`src/rtl/controller_sequencer_pkg.sv`:
```
// Shared constants and the control-word decoder for the SAP-style sequencer.
// Ports: none (package). Provides opcodes, one-hot T-state enum, control-word bit indices.
// Optional macro CTRL_EXT_OPS_EN adds the STA and JMP opcodes to the decoder.
package sap_ctrl_pkg;

    localparam int OP_W  = 4;
    localparam int T_NUM = 6;

    localparam logic [OP_W-1:0] OP_LDA = 4'h0;
    localparam logic [OP_W-1:0] OP_ADD = 4'h1;
    localparam logic [OP_W-1:0] OP_SUB = 4'h2;
    localparam logic [OP_W-1:0] OP_STA = 4'h4;
    localparam logic [OP_W-1:0] OP_JMP = 4'h6;
    localparam logic [OP_W-1:0] OP_OUT = 4'hE;
    localparam logic [OP_W-1:0] OP_HLT = 4'hF;

    typedef enum logic [T_NUM-1:0] {
        T1 = 6'b000001,
        T2 = 6'b000010,
        T3 = 6'b000100,
        T4 = 6'b001000,
        T5 = 6'b010000,
        T6 = 6'b100000
    } t_state_e;

    // Control word bits are stored active-high ("strobe asserted"); the top
    // converts to pin polarity.
    localparam int CW_CP = 0;
    localparam int CW_EP = 1;
    localparam int CW_LM = 2;
    localparam int CW_CE = 3;
    localparam int CW_LI = 4;
    localparam int CW_EI = 5;
    localparam int CW_LA = 6;
    localparam int CW_EA = 7;
    localparam int CW_SU = 8;
    localparam int CW_EU = 9;
    localparam int CW_LB = 10;
    localparam int CW_LO = 11;
    localparam int CW_LP = 12;
    localparam int CW_WE = 13;
    localparam int CW_W  = 14;

    // Pure decode of T-state and opcode; halt and reset gating happen in the top.
    function automatic logic [CW_W-1:0] decode_cw(input t_state_e t, input logic [OP_W-1:0] op);
        logic [CW_W-1:0] cw;
        cw = '0;
        case (t)
            T1: begin cw[CW_EP] = 1'b1; cw[CW_LM] = 1'b1; end
            T2: cw[CW_CP] = 1'b1;
            T3: begin cw[CW_CE] = 1'b1; cw[CW_LI] = 1'b1; end
            T4: begin
                case (op)
                    OP_LDA, OP_ADD, OP_SUB: begin cw[CW_EI] = 1'b1; cw[CW_LM] = 1'b1; end
                    OP_OUT: begin cw[CW_EA] = 1'b1; cw[CW_LO] = 1'b1; end
`ifdef CTRL_EXT_OPS_EN
                    OP_STA: begin cw[CW_EI] = 1'b1; cw[CW_LM] = 1'b1; end
                    OP_JMP: begin cw[CW_EI] = 1'b1; cw[CW_LP] = 1'b1; end
`endif
                    default: cw = '0;
                endcase
            end
            T5: begin
                case (op)
                    OP_LDA: begin cw[CW_CE] = 1'b1; cw[CW_LA] = 1'b1; end
                    OP_ADD: begin cw[CW_CE] = 1'b1; cw[CW_LB] = 1'b1; end
                    OP_SUB: begin cw[CW_CE] = 1'b1; cw[CW_LB] = 1'b1; cw[CW_SU] = 1'b1; end
`ifdef CTRL_EXT_OPS_EN
                    OP_STA: begin cw[CW_EA] = 1'b1; cw[CW_WE] = 1'b1; end
`endif
                    default: cw = '0;
                endcase
            end
            T6: begin
                case (op)
                    OP_ADD: begin cw[CW_EU] = 1'b1; cw[CW_LA] = 1'b1; end
                    OP_SUB: begin cw[CW_EU] = 1'b1; cw[CW_LA] = 1'b1; cw[CW_SU] = 1'b1; end
                    default: cw = '0;
                endcase
            end
            default: cw = '0;
        endcase
        return cw;
    endfunction

endpackage

```
`src/rtl/controller_sequencer_if.sv`:
```
// Bundle of the sequencer's opcode input, control strobes and status.
// Ports: op_code in; cp/ep/su/ea/eu active-high, *_n active-low strobes; t_state, hlt status.
// master = sequencer side, slave = datapath/observer side.
interface controller_sequencer_if;
    import sap_ctrl_pkg::*;

    logic [OP_W-1:0]  op_code;
    logic             cp;
    logic             ep;
    logic             lm_n;
    logic             ce_n;
    logic             li_n;
    logic             ei_n;
    logic             la_n;
    logic             ea;
    logic             su;
    logic             eu;
    logic             lb_n;
    logic             lo_n;
    logic             lp_n;
    logic             we_n;
    logic [T_NUM-1:0] t_state;
    logic             hlt;

    modport master (
        input  op_code,
        output cp, ep, lm_n, ce_n, li_n, ei_n, la_n, ea, su, eu, lb_n, lo_n, lp_n, we_n,
        output t_state, hlt
    );

    modport slave (
        output op_code,
        input  cp, ep, lm_n, ce_n, li_n, ei_n, la_n, ea, su, eu, lb_n, lo_n, lp_n, we_n,
        input  t_state, hlt
    );

endinterface

```
`src/rtl/controller_sequencer_ring_counter.sv`:
```
// Six-state one-hot ring counter T1..T6 with hold.
// Ports: clk, clr_n (sync active-low -> T1), hold (freeze current state), t_state one-hot out.
// Latency: advances one state per clock unless hold is high.
module ring_counter
    import sap_ctrl_pkg::*;
(
    input  logic             clk,
    input  logic             clr_n,
    input  logic             hold,
    output logic [T_NUM-1:0] t_state
);

    t_state_e t_state_q;
    t_state_e t_state_d;

    always_comb begin
        t_state_d = t_state_q;
        if (!hold) begin
            case (t_state_q)
                T1:      t_state_d = T2;
                T2:      t_state_d = T3;
                T3:      t_state_d = T4;
                T4:      t_state_d = T5;
                T5:      t_state_d = T6;
                T6:      t_state_d = T1;
                default: t_state_d = T1; // recover from any non-one-hot value
            endcase
        end
    end

    always_ff @(posedge clk) begin
        if (!clr_n) begin
            t_state_q <= T1;
        end else begin
            t_state_q <= t_state_d;
        end
    end

    assign t_state = t_state_q;

endmodule

```
`src/rtl/controller_sequencer.sv`:
```
// Control sequencer: decodes op_code against a one-hot T-state ring into load/enable strobes.
// Ports: clk, clr_n (sync active-low), bus (controller_sequencer_if.master: op_code in, strobes/t_state/hlt out).
// Strobes are combinational from t_state/op_code; HLT at T4 freezes the ring until clr_n. Macro: CTRL_EXT_OPS_EN.
module controller_sequencer
    import sap_ctrl_pkg::*;
(
    input  logic                        clk,
    input  logic                        clr_n,
    controller_sequencer_if.master      bus
);

    logic [T_NUM-1:0] t_state;
    logic             hlt_dec;
    logic             halted_q;
    logic             halted_d;
    logic             hold;
    logic [CW_W-1:0]  cw;

    ring_counter u_ring (
        .clk     (clk),
        .clr_n   (clr_n),
        .hold    (hold),
        .t_state (t_state)
    );

    // HLT is recognised in T4 the same cycle it is seen, so hlt and the
    // freeze take effect before the halted flag is even registered.
    assign hlt_dec = (t_state == T4) && (bus.op_code == OP_HLT);

    always_comb begin
        halted_d = halted_q | hlt_dec;
        hold     = halted_d;
    end

    always_ff @(posedge clk) begin
        if (!clr_n) begin
            halted_q <= 1'b0;
        end else begin
            halted_q <= halted_d;
        end
    end

    // Halted cycles ignore op_code entirely, and clr_n low kills every strobe.
    always_comb begin
        cw = decode_cw(t_state_e'(t_state), bus.op_code);
        if (!clr_n || halted_d) begin
            cw = '0;
        end
    end

    assign bus.cp   =  cw[CW_CP];
    assign bus.ep   =  cw[CW_EP];
    assign bus.lm_n = ~cw[CW_LM];
    assign bus.ce_n = ~cw[CW_CE];
    assign bus.li_n = ~cw[CW_LI];
    assign bus.ei_n = ~cw[CW_EI];
    assign bus.la_n = ~cw[CW_LA];
    assign bus.ea   =  cw[CW_EA];
    assign bus.su   =  cw[CW_SU];
    assign bus.eu   =  cw[CW_EU];
    assign bus.lb_n = ~cw[CW_LB];
    assign bus.lo_n = ~cw[CW_LO];

`ifdef CTRL_EXT_OPS_EN
    assign bus.lp_n = ~cw[CW_LP];
    assign bus.we_n = ~cw[CW_WE];
`else
    // Extension strobes never assert in this build; the decoder leaves their bits clear.
    logic unused_ext_bits;
    assign unused_ext_bits = cw[CW_LP] | cw[CW_WE];
    assign bus.lp_n = 1'b1;
    assign bus.we_n = 1'b1;
`endif

    assign bus.t_state = t_state;
    assign bus.hlt     = clr_n & halted_d;

endmodule

```
`src/flat_wrapper.sv`:
```
// flat-port wrapper written by rule: the top's interface ports become plain ports
module controller_sequencer_flat import sap_ctrl_pkg::*;
  (clk, clr_n, bus_op_code, bus_cp, bus_ep, bus_lm_n, bus_ce_n, bus_li_n, bus_ei_n, bus_la_n, bus_ea, bus_su, bus_eu, bus_lb_n, bus_lo_n, bus_lp_n, bus_we_n, bus_t_state, bus_hlt);
  controller_sequencer_if bus_i ();
  input  logic clk;
  input  logic clr_n;
  input wire logic [$bits(bus_i.op_code)-1:0] bus_op_code;
  output wire logic [$bits(bus_i.cp)-1:0] bus_cp;
  output wire logic [$bits(bus_i.ep)-1:0] bus_ep;
  output wire logic [$bits(bus_i.lm_n)-1:0] bus_lm_n;
  output wire logic [$bits(bus_i.ce_n)-1:0] bus_ce_n;
  output wire logic [$bits(bus_i.li_n)-1:0] bus_li_n;
  output wire logic [$bits(bus_i.ei_n)-1:0] bus_ei_n;
  output wire logic [$bits(bus_i.la_n)-1:0] bus_la_n;
  output wire logic [$bits(bus_i.ea)-1:0] bus_ea;
  output wire logic [$bits(bus_i.su)-1:0] bus_su;
  output wire logic [$bits(bus_i.eu)-1:0] bus_eu;
  output wire logic [$bits(bus_i.lb_n)-1:0] bus_lb_n;
  output wire logic [$bits(bus_i.lo_n)-1:0] bus_lo_n;
  output wire logic [$bits(bus_i.lp_n)-1:0] bus_lp_n;
  output wire logic [$bits(bus_i.we_n)-1:0] bus_we_n;
  output wire logic [$bits(bus_i.t_state)-1:0] bus_t_state;
  output wire logic [$bits(bus_i.hlt)-1:0] bus_hlt;
  assign bus_i.op_code = bus_op_code;
  assign bus_cp = bus_i.cp;
  assign bus_ep = bus_i.ep;
  assign bus_lm_n = bus_i.lm_n;
  assign bus_ce_n = bus_i.ce_n;
  assign bus_li_n = bus_i.li_n;
  assign bus_ei_n = bus_i.ei_n;
  assign bus_la_n = bus_i.la_n;
  assign bus_ea = bus_i.ea;
  assign bus_su = bus_i.su;
  assign bus_eu = bus_i.eu;
  assign bus_lb_n = bus_i.lb_n;
  assign bus_lo_n = bus_i.lo_n;
  assign bus_lp_n = bus_i.lp_n;
  assign bus_we_n = bus_i.we_n;
  assign bus_t_state = bus_i.t_state;
  assign bus_hlt = bus_i.hlt;
  controller_sequencer u_core (.clk(clk), .clr_n(clr_n), .bus(bus_i));
endmodule
```
`config.mk`:
```
export PLATFORM = sky130hd
export DESIGN_NAME = controller_sequencer_flat
export DESIGN_NICKNAME = d
export VERILOG_FILES = /design/src/rtl/controller_sequencer_pkg.sv /design/src/rtl/controller_sequencer_if.sv /design/src/rtl/controller_sequencer_ring_counter.sv /design/src/rtl/controller_sequencer.sv /design/src/flat_wrapper.sv
export SDC_FILE = /design/constraint.sdc
export NUM_CORES = 1
export LEC_CHECK = 0
export ABC_AREA = 1
export CAP_MARGIN = 20
export CORE_UTILIZATION = 38
export DETAILED_ROUTE_END_ITERATION = 16
export HOLD_SLACK_MARGIN = 0.02
export PLACE_DENSITY = 0.76
export SKIP_CTS_REPAIR_TIMING = 1
export SLEW_MARGIN = 10
export SYNTH_ARGS = -nofsm -noshare
export SYNTH_HDL_FRONTEND = slang
export SYNTH_SLANG_ARGS = --single-unit
```
`constraint.sdc`:
```
create_clock -name clk -period 1.1 [get_ports clk]
set_input_delay 0.11 -clock clk [delete_from_list [all_inputs] [get_ports clk]]
set_output_delay 0.11 -clock clk [all_outputs]
set_load 0.02 [all_outputs]
```
==> impl_metrics.tcl, run 1 <==
set metrics [dict create \
    postSynthCellCount 88 \
    synth_edf_count 0 \
    grt_start_max_net_pins 6 \
    netlist.area_leader.share 0.265 \
    yosys_warnings 0 \
    ctsRootBufferMaster "clkbuf_4" \
    ys_ff_latch 7 \
    status "stopped before the end" \
    start_util 0.406 \
    ys_top_cells_by_count "inv_1, nand2_1, nor2_1" \
    fp.dieH_um 39.3 \
    dp_hpwl_mm 1.47 \
    synth_top_area_cell "dfxtp_1" \
    synth_cell_types 20 \
    crit_endpoint "bus_lo_n" \
    ys.flop_type "dfxtp_1" \
    die_x_um 39.3 \
    gp_congestion 0.873 \
    row_count 13 \
    netlist_top_cells_area "dfxtp_1, inv_1, nand2_1" \
    clockBufferDepth 2 \
    netlist_area_um2 528 \
    port_buffers 24 \
    cts_max_level 1 \
    stop_error "[ERROR DPL-0038] Utilization greater than 100%, impossible to legalize" \
    worstEndpointType "primary output" \
    numCtsBuffers 3 \
    ios 27 \
    stop_stage "global routing (5_1_grt)" \
    ys_async_sr_fraction 0 \
    dp.cells 155 \
    clock_sinks 7 \
    synth.avg_cell_area_um2 6.00 \
    yosysSeqAreaShare 0.265 \
]
==> cells by family after synthesis <==
logic type / share of synthesized area
AO/OA/AOI/OAI: 0.0900
buffers and inverters: 0.164
flip-flops: 0.265
other: 0.00710
AND/OR/NAND/NOR: 0.474
==> stage by stage <==
stage                     cell area, um^2   util  setup slack, ns  setup TNS (ns)
after floorplan                       588      -           -0.296           -2.18
after global placement               1050  0.807           -0.952          -14.16
after detailed placement             1050  0.807           -0.998          -15.13
after CTS                            1080  0.827            -1.06          -15.85
==> run 2: changes to the inputs <==
Settings changed: CORE_AREA set to 2 2 63 65, CORE_UTILIZATION 38 to not set, DIE_AREA set to 0 0 65 67, HOLD_SLACK_MARGIN 0.02 to not set, PLACE_DENSITY 0.76 to not set, PLACE_DENSITY_LB_ADDON set to 0.15.
==> impl_metrics.tcl, run 2 <==
set metrics [dict create \
    vias_per_cell 3.76 \
    ys_top_cells_by_count "inv_1, nand2_1, nor2_1" \
    grt.overflow.total 0 \
    largest_register_ffs 6 \
    num_antenna_cells 0 \
    ys.flop_type "dfxtp_1" \
    row_count 22 \
    hp-class "flip-flop to flip-flop" \
    fp.dieH_um 67 \
    cp.required_ns 0.99 \
    yosys_warnings 0 \
    core_mm2 0.00361 \
    clock.fmax_ghz 0.601 \
    synth_edf_count 0 \
    postLayoutCoreUtil 0.358 \
    mostFrequentLayoutCell "buf_4" \
    start_util 0.146 \
    drive_gt1_frac 0.613 \
    synth.avg_cell_area_um2 6.00 \
    netlist_area_um2 528 \
    fin_nets 162 \
    die-area_mm2 0.00436 \
    dr.pass1.iters 4 \
    ios 27 \
    cap_violations 0 \
    drc 0 \
    setup_viol_count_final 20 \
    clockBufferDepth 2 \
    synth_cell_types 20 \
    netlist_top_cells_area "dfxtp_1, inv_1, nand2_1" \
    ys_ff_latch 7 \
    gp_congestion 0.781 \
    grt_pass1_wl_mm 3.22 \
    ys_async_sr_fraction 0 \
    vias 764 \
    area_delta_synth_final_pct 144 \
    cts_max_level 1 \
    wirelength_mm 2.00 \
    status "finished, violations left" \
    grt_pass1_vias 699 \
    grt_start_max_net_pins 6 \
    ff2ff_setup_slack_ns -0.31 \
    fin_crit_sh 1.51 \
    slew_viol_final 0 \
    antenna_found_initial 0 \
    grt_usage 0.0990 \
    synth_top_area_cell "dfxtp_1" \
    crit_fanout 4 \
    critPathLaunchType "flip-flop" \
    path_class "flip-flop to output pin" \
    cts_tree "done" \
    finalHoldViolations 0 \
    die_x_um 65 \
    numCtsBuffers 3 \
    postSynthCellCount 88 \
    yosysSeqAreaShare 0.265 \
    timing.final.ws_setup_ns -0.565 \
    power_density_mw_per_mm2 719 \
    port_buffers 24 \
    wire_per_inst_um 9.84 \
    fin_crit_ns 1.66 \
    ant_nets 0 \
    p_leak_uw 0.000688 \
    clk_pin_slew_ns 0.04 \
    critical_path.endpoint_type "output pin" \
    dp_hpwl_mm 1.64 \
    rsz0062_at_grt "yes" \
    dr.first_iter.drc_count 14 \
    ctsRootBufferMaster "clkbuf_8" \
    mostFrequentLayoutCells "buf_4, inv_1, nand2_1" \
    clock_sinks 7 \
    fin_skew_ns 0.00259 \
    netlist.area_leader.share 0.265 \
    clk_latency_ns 0.23 \
    ir_drop_uv 348 \
    violations "setup timing" \
    setup_tns_ns -8.15 \
    arrival_ns 1.55 \
]
-- run 2: area by class of cell --
cell class / instances / area, um^2
clock buffers: 4 / 45.0
fillers: 408 / 2320
inverters: 19 / 73.8
multi-input cells: 61 / 415
flip-flops and latches: 7 / 160
well taps: 48 / 60.1
repair buffers: 64 / 536
-- run 2: report_power, final --
| part | switching, uW | internal (uW) |
|---|---|---|
| logic | 143 | 150 |
| clock network | 112 | 251 |
| registers | 13.0 | 260 |
| total | 268 | 660 |
-- run 2: logic make-up after synthesis --
family	Yosys count	synth area share
compound gates	9	0.0900
simple gates	50	0.474
buf+inv	21	0.164
flops	7	0.265
other cells	1	0.00710
-- run 2: through the flow --
| stage | hold WS (ns) | area (um^2) | cells | worst slack, ns | power [uW] |
|---|---|---|---|---|---|
| 2_1_floorplan | 0.236 | 588 | 89 | -0.296 | 390 |
| 3_3_place_gp | 0.586 | 1140 | 195 | -0.991 | 549 |
| 3_5_place_dp | 0.586 | 1140 | 195 | -1.04 | 549 |
| 4_1_cts | 0.600 | 1190 | 199 | -1.04 | 923 |
| 5_1_grt | 0.626 | 1290 | 203 | -0.670 | 991 |
| 6_report | 0.594 | 1290 | 203 | -0.565 | 928 |
-- run 2: worst max-delay path, cell delays in order (launching register included) --
cell and delay (ns):
dfxtp_4 0.35, nor2_4 0.13, nand2_2 0.07, nor2_2 0.10, nand4_1 0.13, buf_4 0.18, nor3_4 0.20, inv_2 0.05
buf_6 0.12
-- run 2: final timing paths --
check / endpoint / from / depth (start not counted)
max: bus_lo_n / u_core.u_ring.t_state[1] / 8
min: u_core.u_ring.t_state[2] / u_core.u_ring.t_state[2] / 3
max reg2reg: u_core.u_ring.t_state[0] / u_core.u_ring.t_state[0] / 10
min reg2reg: u_core.u_ring.t_state[2] / u_core.u_ring.t_state[2] / 3
-- run 2: per-layer routing --
layer / part of all wire / wire, um / vias to the layer above / track usage
li1: - / - / 406 / -
met2: 0.50 / 996 / 24 / 0.164
met3: 0.038 / 75 / 5 / 0.0118
met1: 0.43 / 866 / 329 / 0.118
met4: 0.031 / 61 / 0 / 0.0718
met5: 0 / 0 / - / 0
Note: power is estimated with default switching activity, not from simulation.
